**config.mk**
```make
export PLATFORM = sky130hd
export DESIGN_NAME = udma_evt_collector
export DESIGN_NICKNAME = d
export VERILOG_FILES = /design/src/rtl/udma_evt_pkg.sv /design/src/rtl/udma_evt_rr_arb.sv /design/src/rtl/udma_evt_collector.sv
export SDC_FILE = /design/constraint.sdc
export NUM_CORES = 1
export LEC_CHECK = 0
export ABC_CLOCK_PERIOD_IN_PS = 9500
export CAP_MARGIN = 20
export CORE_MARGIN = 1
export CORE_UTILIZATION = 40
export CTS_BUF_LIST = sky130_fd_sc_hd__clkbuf_8
export CTS_CLUSTER_DIAMETER = 80
export CTS_CLUSTER_SIZE = 24
export DETAILED_ROUTE_END_ITERATION = 7
export HOLD_SLACK_MARGIN = 0.08
export SLEW_MARGIN = 25
export SYNTH_ARGS = -nofsm -noshare
export SYNTH_HDL_FRONTEND = slang
export SYNTH_HIERARCHICAL = 1
export SYNTH_SLANG_ARGS = --single-unit
```
**constraint.sdc**
```tcl
create_clock -name clk_i -period 9.5 [get_ports clk_i]
set_input_delay 2.375 -clock clk_i [delete_from_list [all_inputs] [get_ports clk_i]]
set_output_delay 2.375 -clock clk_i [all_outputs]
set_load 0.02 [all_outputs]
```
**src/rtl/udma_evt_pkg.sv**
```systemverilog
// Shared uDMA event definitions.
// Holds the event ID width and type used by the collector and the uDMA control block.
package udma_evt_pkg;

  localparam int EVT_ID_W = 8;

  typedef logic [EVT_ID_W-1:0] evt_id_t;

endpackage

```
**src/rtl/udma_evt_rr_arb.sv**
```systemverilog
// Combinational round-robin arbiter: picks the first request at or after ptr.
// Ports: req, ptr, en in; gnt_valid, gnt_idx out.
module udma_evt_rr_arb #(
  parameter int N  = 32,
  parameter int PW = $clog2(N)
) (
  input  logic [N-1:0]  req,
  input  logic [PW-1:0] ptr,
  input  logic          en,
  output logic          gnt_valid,
  output logic [PW-1:0] gnt_idx
);

  int k;

  always_comb begin
    gnt_valid = 1'b0;
    gnt_idx   = '0;
    k         = 0;
    for (int i = 0; i < N; i++) begin
      // index (ptr + i) mod N; N need not be a power of two
      k = int'(ptr) + i;
      if (k >= N) k = k - N;
      if (en && !gnt_valid && req[k]) begin
        gnt_valid = 1'b1;
        gnt_idx   = PW'(k);
      end
    end
  end

endmodule

```
**src/rtl/udma_evt_collector.sv**
```systemverilog
// Collects event pulses, arbitrates them round-robin and queues 8-bit IDs.
// Ports: clk_i, rstn_i, evt_i, evt_valid_o/evt_data_o/evt_ready_i, lost_o, lost_clr_i, fifo_level_o.
module udma_evt_collector
  import udma_evt_pkg::*;
#(
  parameter int N_EVT      = 32,
  parameter int FIFO_DEPTH = 4,
  parameter int EVT_OFFSET = 0
) (
  input  logic                        clk_i,
  input  logic                        rstn_i,
  input  logic [N_EVT-1:0]            evt_i,
  output logic                        evt_valid_o,
  output evt_id_t                     evt_data_o,
  input  logic                        evt_ready_i,
  output logic [N_EVT-1:0]            lost_o,
  input  logic [N_EVT-1:0]            lost_clr_i,
  output logic [$clog2(FIFO_DEPTH):0] fifo_level_o
);

  localparam int PW = $clog2(N_EVT);
  localparam int AW = $clog2(FIFO_DEPTH);

  logic [N_EVT-1:0] r_pend;
  logic [N_EVT-1:0] gnt_vec;
  logic [PW-1:0]    r_ptr;
  logic [PW-1:0]    gnt_idx;
  logic             gnt_valid;
  logic             push;
  logic             pop;
  logic             full;
  logic [AW:0]      r_wr;
  logic [AW:0]      r_rd;
  logic [AW:0]      level;
  evt_id_t          r_mem [FIFO_DEPTH];
  evt_id_t          r_last;
  evt_id_t          head;
  evt_id_t          push_data;

  // extra wrap bit makes wr - rd the exact occupancy
  assign level = r_wr - r_rd;
  assign full  = (level == (AW+1)'(FIFO_DEPTH));
  assign pop   = evt_valid_o & evt_ready_i;
  assign head  = r_mem[r_rd[AW-1:0]];

  udma_evt_rr_arb #(
    .N  (N_EVT),
    .PW (PW)
  ) u_arb (
    .req       (r_pend),
    .ptr       (r_ptr),
    .en        (~full | pop),
    .gnt_valid (gnt_valid),
    .gnt_idx   (gnt_idx)
  );

  assign push      = gnt_valid;
  assign gnt_vec   = push ? (N_EVT'(1) << gnt_idx) : '0;
  assign push_data = evt_id_t'(EVT_OFFSET + int'(gnt_idx));

  assign evt_valid_o  = (level != '0);
  // hold the last delivered ID while empty
  assign evt_data_o   = evt_valid_o ? head : r_last;
  assign fifo_level_o = level;

  always_ff @(posedge clk_i or negedge rstn_i) begin
    if (!rstn_i) begin
      r_pend <= '0;
      lost_o <= '0;
      r_ptr  <= '0;
      r_wr   <= '0;
      r_rd   <= '0;
      r_last <= '0;
    end else begin
      // a new pulse on the granted source re-arms it
      r_pend <= (r_pend & ~gnt_vec) | evt_i;
      // a new loss beats a same-cycle clear
      lost_o <= (lost_o & ~lost_clr_i)
              | (evt_i & r_pend & ~gnt_vec);
      if (push) begin
        r_ptr <= (gnt_idx == PW'(N_EVT-1))
               ? '0 : gnt_idx + PW'(1);
        r_wr  <= r_wr + (AW+1)'(1);
      end
      if (pop) begin
        r_rd   <= r_rd + (AW+1)'(1);
        r_last <= head;
      end
    end
  end

  always_ff @(posedge clk_i) begin
    if (push) r_mem[r_wr[AW-1:0]] <= push_data;
  end

endmodule

```
# After elaboration in Yosys (flattened, before gate mapping)
# Memory sizes are Yosys's and may differ from the RTL's.
# Cells that the tools add are included.
# word_totals
latchBits	0
elab_cells	444
out_inout_bits	44
memories	1
mem_bits_ro	0
in_bits	67
ramBits	20
ff_bits	83
# memory_table
name	depth	width	rd	rd_clocked_by_memory_dff	write_ports	line_no	source
r_mem	4	5	1	0	1	udma_evt_collector.sv:35	evt_id_t r_mem [FIFO_DEPTH];
# classes
div	0
n_eq_ne	2
addsub	67
n_mul	0
shift	1
reduce_logical	95
n_mux	197
magnitude_cmp	64
bitwise_logic	11
# ops
op	count
$mux 32	33
$lt 32x7->1 const B	32
$ge 32x7->1 const B	31
$sub 32x7->32 const B	31
$mux 5	33
$bmux 1 s5	32
$and 32x32->32	4
$mux 1	98
$add 5x5->6 const B	16
$not 32->32	2
$or 32x32->32	2
$logic_and 1x1->1	63
$add 5x4->6 const B	8
$shl 1x5->32 const A	1
$logic_not 1->1	31
$add 5x3->6 const B	4
$add 5x2->6 const B	2
$mux 8	1
$sub 5x6->7 const B	1
$add 3x1->3 const B	2
$add 5x1->6 const B	1
$ge 5x6->1 const B	1
$add 5x1->5 const B	1
$eq 5x5->1 const B	1
6 further kinds	6

# Logic depth before layout (Yosys ltp)
# depth
word_depth	136
ltp_mapped	28
ltp_nobuf	23

# By module
# The synthesis kept the hierarchy.
# by_module_without_submodules
module	area_per_inst_um2	seq_area_each_um2	cells_per_inst	n_inst
udma_evt_rr_arb	6272.3	0.0	756	1
udma_evt_collector	4135.2	2602.5	353	1

# Worst setup path after synthesis
# No wires, ideal clock.
# synth_timing
path_kind	flip-flop to flip-flop
from	reg r_ptr[1]
to	reg r_ptr[4]
setup_time_ps	125
slack_ps	2777
period_less_slack_ps	6723
stages_incl_launch_ff	24
n_path_buf	8
t_required_ps	9375
arrival_ps	6599
cell_sequence	dfrtp_1 > buf_6 > buf_6 > buf_2 > clkbuf_1 > clkbuf_1 > clkinv_1 > ha_1 > buf_2 > mux4_2 > mux4_2 > mux2_2 > a211oi_2 > and4_1 > buf_2 > nand4_2 > buf_6 > or3_1 > nor2b_1 > a31oi_1 > ha_1 > and3_1 > ha_1 > mux2_2
# synth_via
elab_chain_cells	133
word_cells_on_any_way	384
cone_classes	add/sub (64); order compare (32); eq/ne (1); mux (193); reduce/logical (94)
# synth_lines
item	line_no	source
start, declared	udma_evt_collector.sv:26	logic [PW-1:0] r_ptr;
start signal, assigned	udma_evt_collector.sv:81	r_ptr <= (gnt_idx == PW'(N_EVT-1))
parallel branches: the longest is 130 deep, another holds $sub 32x7->32	--	
$mux 5 *	udma_evt_rr_arb.sv:24	if (en && !gnt_valid && req[k]) begin
via gnt_idx[0]	udma_evt_collector.sv:27	logic [PW-1:0] gnt_idx;
$add 5x1->5 or $eq 5x5->1 (tied branches)	udma_evt_collector.sv:82, udma_evt_collector.sv:81	
$mux 5 *	udma_evt_collector.sv:82	? '0 : gnt_idx + PW'(1);
# Mark *: on every way through the listed nets, which the timed path passes. The select of a mux whose other input is x is not followed.
# A chain may end at the register's enable or synchronous reset.

# Final worst setup path
# layout_timing
from	reg r_ptr[1]
to	reg lost_o[27]
# layout_via
elab_chain_cells	136
word_cells_on_any_way	386
cone_classes	add/sub (63); order compare (32); shift (1); mux (193); bitwise (3); reduce/logical (94)
# layout_lines
item	line_no	source
parallel branches: the longest is 130 deep, another holds $sub 32x7->32	--	
$mux 5 *	udma_evt_rr_arb.sv:24	
via gnt_idx[1]	udma_evt_collector.sv:27	
$shl 1x5->32 *	udma_evt_collector.sv:58	assign gnt_vec = push ? (N_EVT'(1) << gnt_idx) : '0;
$mux 32 *	udma_evt_collector.sv:58	
$not 32->32 *	udma_evt_collector.sv:79	| (evt_i & r_pend & ~gnt_vec);
$and 32x32->32 *	udma_evt_collector.sv:79	
$or 32x32->32 *	udma_evt_collector.sv:79	
end signal, assigned	udma_evt_collector.sv:78	lost_o <= (lost_o & ~lost_clr_i)
end, declared	udma_evt_collector.sv:16	output logic [N_EVT-1:0] lost_o,
# Marks and branches as above.

==> results.yml <==
logic_synthesis:
  mappedNetlistArea_um2: 10410
  ys_types: 101
  yosysSeqAreaShare_pct: 25.01
  synth_edf_count: 20
  yosys_most_used_dff: "dfrtp_1"
  syn-mean-instance-area_um2: 9.385
  yosys_warnings: 6
  synth-async-reset-ratio_pct: 80.00
  synthCells: 1109
  ys_ff_latch: 100
setup_path:
  worst-setup-path-type: "reg2reg"
  cp.required_ns: 9.77
  crit_path_start_kind: "flip-flop"
  setup.worst_path.end_class: "flip-flop"
  critical_path.max_fanout: 20
  cp_data_arrival_time_ns: 8.00
clock_tree:
  cts_sinks: 100
  clk_pin_slew_worst_paths_ns: 0.11
  cts_max_path_buffers: 2
  h-tree-depth: 3
  cts_tree: "yes"
  ctsResizeCount: 0
  ctsHoldBuffers: 0
  post-cts-setup-buffers: 0
  clk_latency_ns: 0.39
  clockRootBuffer: "clkbuf_8"
  cts_buffers: 9
route:
  drc_errors: 0
  drtPass1Iterations: 5
  via_per_inst: 6.419
  drtIter0Drc: 1129
  dr_total_vias: 9834
  antenna_left: 0
  routed_wl_um: 37380
  wl_per_cell_um: 24.40
die:
  die_w_um: 163.3
  fp.dieArea_um2: 26670
  die_h_um: 163.3
  start_util_pct: 41.09
  core_area_um2: 25330
  pin_count: 111
  floorplan.rows: 58
worst_hold_path:
  hp-class: "reg2reg"
place:
  gp_congestion: 1.005
  port_buffers: 107
  place_hpwl_um: 29010
  dpl.cell_count: 1516
grt:
  grt_max_degree: 81
  grt_antenna_before_repair: 0
  gr-total-overflow: 0
  grt_use_total_pct: 28.69
  grt_pass1_vias: 9565
  grt_first_pass_wirelength_um: 57660
timing:
  slew_headroom_pct: 24.46
  skew_ns: 0.02127
  worst_pin_slew_ns: 1.133
  drv_slew: 0
  fin_crit_ns: 7.727
  setup_violations: 0
  fmax_mhz: 129.4
  post-route-period-util_pct: 81.34
  tns_ns: 0
  rsz0062_at_grt: "false"
  hold_viol: 0
flow_run:
  max-cap-violations: 0
layout:
  nets: 1290
  area_growth_pct: 15.16
  stdcell_count: 1532
  drive_above_1_share_pct: 16.06
  num_antenna_cells: 0
run_status:
  status: "completed"
[layer usage]
layer / share of wire, % / up-vias / track usage (%)
met4: 4.9 / 0 / 13.81
met1: 41 / 4732 / 38.42
met3: 9.0 / 109 / 4.774
met2: 45 / 561 / 44.90
li1: - / 4432 / -
met5: 0 / - / 0
[cells in the final DEF, fill, tap and decap left out, drive strengths merged, types with 10 or more instances in the layout]
master and n:
mux2i 41, mux2 47, mux4 70, a21oi 36
o31ai 11, xnor2 21, buf 31, a22oi 14
xor2 17, o22ai 47, and2 17, inv 91
dfrtp 80, nor3 22, ha 25, nor2 52
nand2 110, clkdlybuf4s50 106, a211oi 11, o211ai 22
o21ai 66, nand3 37, edfxtp 20, nand2b 12
nor4 20, and3 10
[kinds of logic (layout without fill, tap and decap cells)]
family	after synthesis	count (layout)	synth area share [%]
AO/OA/AOI/OAI	299	299	20.31
XOR/XNOR	39	39	3.510
adder cells (fa/ha/maj)	26	26	3.198
buffers and inverters	153	244	6.624
flip-flops	100	100	25.01
multiplexers	158	158	24.54
other	1	3	0.03603
AND/OR/NAND/NOR	333	333	16.78
[sequential cells by signal, summed over array words and instances, names as in the netlist]
name,count
r_last,5
r_ptr,5
r_pend,32
r_mem,20
r_wr,3
r_rd,3
lost_o,32
[cell usage after synthesis (7+ instances only)]
cell,n,area [um^2]
nand2_1,108,405.4
mux2_2,38,427.9
o32ai_1,7,61.31
xnor2_1,21,183.9
ha_1,25,312.8
a22oi_1,13,97.59
mux2i_1,41,410.4
nor4_1,16,100.1
a21oi_1,35,175.2
mux4_1,7,183.9
dfrtp_1,80,2002
or2_2,7,43.79
o22ai_1,46,287.8
xor2_1,16,140.1
and2_1,17,106.4
clkbuf_1,29,108.9
nand3_1,35,175.2
a211oi_1,10,75.07
inv_1,85,319.1
o31ai_1,11,82.58
o21ai_0,64,320.3
mux4_2,63,1419
a31oi_1,7,43.79
nand2b_1,12,75.07
nand3b_1,9,67.56
or3_1,9,56.30
nand4_1,8,50.05
nor2_1,51,191.4
buf_2,17,85.08
and3_1,10,62.56
nor3_1,19,95.09
o211ai_1,21,157.7
edfxtp_1,20,600.6
[cell type report]
cell class,instances,area [um^2]
fill,2422,13340
multi-input combinational,858,7144
sequential,100,2605
timing repair buffer,137,1297
tap,330,412.9
inverter,91,341.6
clock buffer,9,123.9
clock inverter,7,60.06
[critical path, stage by stage, from the launching register on]
cell	delay, ns
dfrtp_2	0.72
clkinv_1	0.13
buf_4	0.23
ha_1	0.90
mux4_2	0.67
mux4_2	0.58
a22oi_1	0.41
o211ai_2	0.24
nor3_2	0.60
nand4_2	0.49
nor3_1	0.52
a2111oi_0	0.13
o2111ai_1	0.20
a21oi_1	0.10
o22ai_1	0.64
ha_1	0.33
ha_1	0.16
nand2_1	0.10
o21ai_0	0.30
o22ai_1	0.11
[final timing paths]
kind | from | to | slack, ns | cells after the start
min in group asynchronous | rstn_i | lost_o[27] | 2.00 | 1
max in group asynchronous | rstn_i | r_ptr[0] | 6.97 | 1
worst max-delay path | r_ptr[1] | lost_o[27] | 1.77 | 19
worst max register to register | r_ptr[1] | lost_o[27] | 1.77 | 19
worst min register to register | r_wr[2] | r_wr[2] | 0.49 | 1
worst min-delay path | r_wr[2] | r_wr[2] | 0.49 | 1
[through the flow]
| step | util (%) | hold WS (ns) | worst slack, ns | instance area (um^2) |
|---|---|---|---|---|
| detailed placement | 46.56 | 0.4627 | 1.557 | 11790 |
| CTS | 47.28 | 0.4898 | 1.911 | 11980 |
| finish | 47.32 | 0.4858 | 1.773 | 11990 |
| global placement | 46.50 | 0.4649 | 1.704 | 11780 |
| global route | 47.32 | 0.5144 | 1.217 | 11990 |
| floorplan | - | 0.4433 | 2.777 | 10420 |
Power is left out: the tool's default activity adds up to more than one toggle a clock period on the data nets, which glitch-free logic cannot reach.
